--- src/rtl/tff_bank_pkg.sv ---
// Shared mode encoding for the tff_bank toggle flip-flop bank.
package tff_bank_pkg;

    typedef enum logic [1:0] {
        TFF_HOLD   = 2'd0,
        TFF_TOGGLE = 2'd1,
        TFF_LOAD   = 2'd2,
        TFF_COUNT  = 2'd3
    } tff_mode_e;

endpackage

--- src/rtl/tff_bank_tff_cell.sv ---
// Single state bit with async clear, sync clear, parallel load and toggle.
module tff_cell #(
    parameter logic RST_BIT = 1'b0
) (
    input  logic clk,
    input  logic clear_n,
    input  logic sclr,
    input  logic toggle,
    input  logic load_en,
    input  logic load_val,
    output logic q
);

    logic r_q;

    // Load outranks toggle, so one bit never needs both controls resolved elsewhere.
    always_ff @(posedge clk or negedge clear_n) begin
        if (!clear_n)
            r_q <= RST_BIT;
        else if (sclr)
            r_q <= RST_BIT;
        else if (load_en)
            r_q <= load_val;
        else if (toggle)
            r_q <= ~r_q;
    end

    assign q = r_q;

endmodule

--- src/rtl/tff_bank.sv ---
// Bank of WIDTH toggle flip-flops with hold/toggle/load/count modes and a wrap pulse.
// Define TFF_BANK_EDGE_EN to add registered-history rise/fall edge outputs.
module tff_bank
    import tff_bank_pkg::*;
#(
    parameter int              WIDTH   = 8,
    parameter logic [WIDTH-1:0] RST_VAL = {WIDTH{1'b0}}
) (
    input  logic             clk,
    input  logic             clear_n,
    input  logic             sclr,
    input  logic             en,
    input  logic [1:0]       mode,
    input  logic [WIDTH-1:0] t,
    input  logic [WIDTH-1:0] d,
`ifdef TFF_BANK_EDGE_EN
    output logic [WIDTH-1:0] rise,
    output logic [WIDTH-1:0] fall,
`endif
    output logic [WIDTH-1:0] q,
    output logic [WIDTH-1:0] qn,
    output logic             wrap
);

    tff_mode_e        w_mode;
    logic [WIDTH-1:0] w_q;
    logic [WIDTH-1:0] w_carry;
    logic [WIDTH-1:0] w_toggle;
    logic [WIDTH-1:0] w_load_en;
    logic             w_count_wrap;
    logic             r_wrap;

    assign w_mode = tff_mode_e'(mode);

    // Bit i of a binary count toggles when every lower bit is already one.
    for (genvar i = 0; i < WIDTH; i++) begin : g_bit
        if (i == 0) begin : g_lsb
            assign w_carry[i] = 1'b1;
        end else begin : g_upper
            assign w_carry[i] = &w_q[i-1:0];
        end

        tff_cell #(
            .RST_BIT (RST_VAL[i])
        ) u_cell (
            .clk      (clk),
            .clear_n  (clear_n),
            .sclr     (sclr),
            .toggle   (w_toggle[i]),
            .load_en  (w_load_en[i]),
            .load_val (d[i]),
            .q        (w_q[i])
        );
    end

    always_comb begin
        w_toggle     = '0;
        w_load_en    = '0;
        w_count_wrap = 1'b0;
        if (en) begin
            case (w_mode)
                TFF_TOGGLE: w_toggle = t;
                TFF_LOAD:   w_load_en = '1;
                TFF_COUNT: begin
                    w_toggle     = w_carry;
                    w_count_wrap = &w_q;
                end
                default: ;
            endcase
        end
    end

    always_ff @(posedge clk or negedge clear_n) begin
        if (!clear_n)
            r_wrap <= 1'b0;
        else if (sclr)
            r_wrap <= 1'b0;
        else
            r_wrap <= w_count_wrap;
    end

`ifdef TFF_BANK_EDGE_EN
    logic [WIDTH-1:0] r_q_prev;

    // History resets to the same value as q so no edge appears after reset.
    always_ff @(posedge clk or negedge clear_n) begin
        if (!clear_n)
            r_q_prev <= RST_VAL;
        else
            r_q_prev <= w_q;
    end

    assign rise = w_q & ~r_q_prev;
    assign fall = ~w_q & r_q_prev;
`endif

    assign q    = w_q;
    assign qn   = ~w_q;
    assign wrap = r_wrap;

endmodule

--- config.mk ---
export PLATFORM = sky130hd
export DESIGN_NAME = tff_bank
export DESIGN_NICKNAME = d
export VERILOG_FILES = /design/src/rtl/tff_bank_pkg.sv /design/src/rtl/tff_bank_tff_cell.sv /design/src/rtl/tff_bank.sv
export SDC_FILE = /design/constraint.sdc
export NUM_CORES = 1
export LEC_CHECK = 0
export ABC_AREA = 1
export CORE_UTILIZATION = 43
export CTS_BUF_LIST = sky130_fd_sc_hd__clkbuf_2
export DETAILED_ROUTE_END_ITERATION = 8
export GPL_ROUTABILITY_DRIVEN = 0
export PLACE_DENSITY_LB_ADDON = 0.25
export SYNTH_ARGS = -nofsm -noshare
export SYNTH_HDL_FRONTEND = slang
export SYNTH_HIERARCHICAL = 1
export SYNTH_SLANG_ARGS = --single-unit
--- constraint.sdc ---
create_clock -name clk -period 3.25 [get_ports clk]
set_input_delay 0.65 -clock clk [delete_from_list [all_inputs] [get_ports clk]]
set_output_delay 0.65 -clock clk [all_outputs]
set_load 0.005 [all_outputs]
==> impl_metrics.tcl, run 1 <==
set metrics [dict create \
    ys_async_sr_fraction 1.00 \
    via_per_inst 4.58 \
    final.period_utilization 0.592 \
    finalClockSkew_ns 0.00448 \
    vdd_drop_max_mv 0.208 \
    grt_pass1_wl_um 2860 \
    multi_input_comb_area_um2 363 \
    clk_latency_ns 0.25 \
    synth_edf_count 0 \
    synth_area_per_cell_um2 6.03 \
    grt_setup_unrepaired "false" \
    htree_num_levels 1 \
    yosysSeqAreaShare 0.311 \
    start_kind "input port" \
    routedWlPerCell_um 10.2 \
    synth_seq_cells 9 \
    tns_ns 0 \
    die_w_um 43.0 \
    drt-total-wl_um 1820 \
    period_minus_slack_ns 1.92 \
    grt_pass1_vias 682 \
    drc_errors 0 \
    p_per_area_nw_per_um2 266 \
    fill_cells 124 \
    io_buffers 38 \
    crit_path_max_fanout 8 \
    timing.final.hold_violations 0 \
    drt_first_iter_violations 17 \
    post-synth-top-area-cell "dfrtp_1" \
    cap_violations 0 \
    yosys-top-cells-area "dfrtp_1, nand2_1, inv_1" \
    fin_nets 185 \
    start_util 0.469 \
    worst_setup_path_end_kind "flop" \
    ctsHoldBuffers 0 \
    fmax_mhz 520 \
    num_vias 815 \
    grt.total_usage 0.210 \
    fp.coreArea_um2 1540 \
    cts.sinks 9 \
    netlist_area_um2 723 \
    grt-ovfl-total 0 \
    yosys-top-cells-count "nand2_1, inv_1, a21oi_1" \
    cts_root_buffer "clkbuf_2" \
    timing.hold.ws_ns 0.600 \
    yosysWarnings 6 \
    drive_gt1_frac 0.0617 \
    worstMarginPinSlew_ns 0.548 \
    area_delta_synth_final_pct 58.1 \
    synth.most_common_cell "nand2_1" \
    die_area_um2 1850 \
    register_area_um2 225 \
    synth_ff_type "dfrtp_1" \
    antenna_found_initial 0 \
    status "finished, final reports clean" \
    cts_buffers 3 \
    synth_cell_types 13 \
    clockBufferDepth 2 \
    synth_fp_nets 142 \
    relSlewSlack 0.633 \
    io_pins 39 \
    synth.top_cell.area_share 0.311 \
    dpl.hpwl_um 1450 \
    arrival_ns 2.07 \
    antenna_cells 0 \
    min_path_type "reg -> reg" \
    row_count 14 \
    first_pass_iters 4 \
    worst-setup-path-type "in -> reg" \
    post_cts_buffers 0 \
    ant_nets 0 \
    required_ns 3.40 \
    grt_max_degree 10 \
    clk_pin_slew_ns 0.11 \
    setup_viol 0 \
    cts_tree "done" \
    die_y_um 43.0 \
    cts_resized 0 \
    postSynthCellCount 120 \
    finalMaxSlewViolations 0 \
    p_leak_nw 0.494 \
]
cells in the final DEF, fill, tap and decap left out:
cell and n:
a21oi_1 15, clkbuf_2 4, clkdlybuf4s50_1 38, dfrtp_1 9
inv_1 35, inv_2 1, nand2_1 38, nand2_2 1
nand3_1 2, nand3_2 1, nand3b_1 1, nor2_1 6
nor2_2 1, nor2_4 2, o21bai_1 8
where the power goes:
group	switching, mW	total (mW)	leakage, nW	internal [mW]
logic	0.0390	0.0992	0.357	0.0602
registers	0.00921	0.128	0.121	0.119
clock network	0.0436	0.0763	0.0166	0.0327
sequential cells by signal, indices dropped and copies added, names as in the netlist:
signal / count
g_bit.u_cell/q: 8
wrap: 1
cell families after synthesis:
logic type / synth area share
compound gates: 0.187
simple gates: 0.315
flops: 0.311
buf+inv: 0.187
critical path: stages:
cell and delay (ns):
clkdlybuf4s50_1 0.58, nand2_1 0.07, nor2_1 0.43, inv_1 0.12, o21bai_1 0.16, a21oi_1 0.05
layer usage:
layer / share of wire / track usage
met5: 0 / 0
met4: 0.0044 / 0.0909
met3: 0.042 / 0.0383
met2: 0.51 / 0.348
met1: 0.45 / 0.265
area by class of cell:
class                      instances  share of cell area
multi-input combinational         75               0.317
tap                               16              0.0175
inverter                          36               0.118
clock buffer                       4              0.0175
sequential                         9               0.197
timing repair buffer              38               0.333
metrics by stage:
| step | utilization | area [µm²] | power, mW | setup slack [ns] | instances |
|---|---|---|---|---|---|
| after floorplan | - | 723 | 0.165 | 1.90 | 120 |
| after global placement | 0.729 | 1120 | 0.227 | 1.13 | 174 |
| after detailed placement | 0.729 | 1120 | 0.230 | 1.07 | 174 |
| after CTS | 0.742 | 1140 | 0.307 | 1.31 | 178 |
| after global routing | 0.742 | 1140 | 0.325 | 1.26 | 178 |
| final | 0.742 | 1140 | 0.304 | 1.33 | 178 |
worst paths after layout:
kind / endpoint / cells after the start / start / slack, ns
max: g_bit[6].u_cell/q / 6 / mode[1] / 1.33
min: g_bit[6].u_cell/q / 3 / g_bit[6].u_cell/q / 0.60
min reg2reg: g_bit[6].u_cell/q / 3 / g_bit[6].u_cell/q / 0.60
min in group asynchronous: g_bit[4].u_cell/q / 1 / clear_n / 0.70
max in group asynchronous: wrap / 1 / clear_n / 2.24
max reg2reg: g_bit[6].u_cell/q / 8 / g_bit[0].u_cell/q / 1.89
Power figures use the tool's default switching activity.
==> inputs of run 2 (changes only) <==
Settings changed: CORE_UTILIZATION 43 to 40.
Clock period 3.25 ns to 2 ns, I/O delays scaled along.
==> run 2 against run 1 <==
Compared with the run above: global-route usage is 0.67 points lower; largest power group unchanged; sequential share of layout area is 0.32 points lower; register-to-register slack worse by 1.2 ns.
==> impl_metrics.tcl, run 2 (synthesis gave the netlist of run 1 again) <==
set metrics [dict create \
    cts_buffers 3 \
    setup_viol 0 \
    io_buffers 38 \
    comb_power_share 0.324 \
    routedWlPerCell_um 9.69 \
    die_w_um 44.5 \
    antenna_found_initial 0 \
    p_switching_mw 0.157 \
    fp.coreArea_um2 1710 \
    cts_resized 0 \
    finalMaxSlewViolations 0 \
    area_delta_synth_final_pct 60.7 \
    ant_nets 0 \
    timing.final.hold_violations 0 \
    crit_path_max_fanout 6 \
    p_total_mw 0.502 \
    timing.hold.ws_ns 0.428 \
    crit_end "qn[4]" \
    reg2reg_to "g_bit[6].u_cell/q" \
    row_count 15 \
    start_kind "flop" \
    relSlewSlack 0.715 \
    vdd_drop_max_mv 0.270 \
    fmax_mhz 599 \
    layout.cells.most_common_list "nand2_1, clkdlybuf4s50_1, inv_1" \
    drc_errors 0 \
    fin_nets 186 \
    antenna_cells 0 \
    worst-setup-path-type "reg -> out" \
    grt_max_degree 10 \
    utilization 0.681 \
    p_int_mw 0.345 \
    htree_num_levels 1 \
    grt.total_usage 0.204 \
    r2r-start "g_bit[0].u_cell/q" \
    cts_tree "done" \
    clockBufferDepth 2 \
    final.period_utilization 0.835 \
    worstMarginPinSlew_ns 0.427 \
    worst_setup_path_end_kind "output pin" \
    grt_setup_unrepaired "false" \
    clk_latency_ns 0.26 \
    power_frac_seq 0.415 \
    period_minus_slack_ns 1.67 \
    largest_reg_flops 8 \
    grt_pass1_vias 735 \
    p_leak_nw 0.500 \
    grt_pass1_wl_um 2960 \
    drt_first_iter_violations 11 \
    via_per_inst 4.49 \
    status "finished, final reports clean" \
    die_area_um2 1980 \
    num_vias 844 \
    tns_ns 0 \
    switching_share 0.313 \
    dpl.hpwl_um 1430 \
    drive_gt1_frac 0.0675 \
    r2r_cells 8 \
    first_pass_iters 4 \
    arrival_ns 1.27 \
    min_path_type "in -> async" \
    clk_pin_slew_ns 0.12 \
    io_pins 39 \
    p_per_area_nw_per_um2 432 \
    finalClockSkew_ns 0.00618 \
    cts_root_buffer "clkbuf_2" \
    die_y_um 44.5 \
    cts.sinks 9 \
    ctsHoldBuffers 0 \
    post_cts_buffers 0 \
    r2r_setup_slack_ns 0.65 \
    start_util 0.423 \
    startpoint "g_bit[4].u_cell/q" \
    grt-ovfl-total 0 \
    clock_power_share 0.260 \
    drt-total-wl_um 1820 \
    cap_violations 0 \
    required_ns 1.60 \
]
## run 2: cell count changes in the layout (fill, tap and decap cells not counted), sizes merged
cell,delta
buf,+1
## run 2: worst min path at each step
stage / to / cells past startpoint / slack (ns) / from
2_1_floorplan: g_bit[0].u_cell/q / 0 / 0.10 / clear_n
3_3_place_gp: g_bit[6].u_cell/q / 3 / 0.58 / g_bit[6].u_cell/q
3_5_place_dp: wrap / 2 / 0.60 / g_bit[7].u_cell/q
6_report: g_bit[2].u_cell/q / 1 / 0.43 / clear_n
5_1_grt: g_bit[3].u_cell/q / 1 / 0.45 / clear_n
4_1_cts: g_bit[2].u_cell/q / 1 / 0.46 / clear_n
## run 2: layer usage
layer  GRT usage  up-vias  share of wire
met2       0.338       37           0.47
met5           0        -              0
li1            -      437              -
met4      0.0788        0          0.018
met1       0.261      366           0.43
met3      0.0367        4          0.078
## run 2: power by group through the flow
stage               Sequential (mW)  Combinational [mW]  Clock [mW]
floorplan                     0.211              0.0570           0
global placement              0.212               0.159           0
detailed placement            0.213               0.163           0
CTS                           0.209               0.164       0.133
global route                  0.211               0.180       0.141
finish                        0.209               0.163       0.131
## run 2: metrics by stage
stage | cell area (µm²) | std cells | worst slack [ns]
after floorplan | 723 | 120 | 0.817
after global placement | 1140 | 184 | 0.238
after detailed placement | 1140 | 184 | 0.175
after CTS | 1160 | 188 | 0.315
after global routing | 1160 | 188 | 0.265
final | 1160 | 188 | 0.330
## run 2: final cells by class
cell class                      count  area [µm²]
Fill cell                         146         546
Timing Repair Buffer               39         388
Multi-Input combinational cell     75         363
Sequential cell                     9         225
Inverter                           36         135
Tap cell                           25        31.3
Clock buffer                        4        20.0
## run 2: critical path, stage by stage, from the launching register on
cell	delay (ns)
dfrtp_1	0.45
inv_1	0.07
clkdlybuf4s50_1	0.49
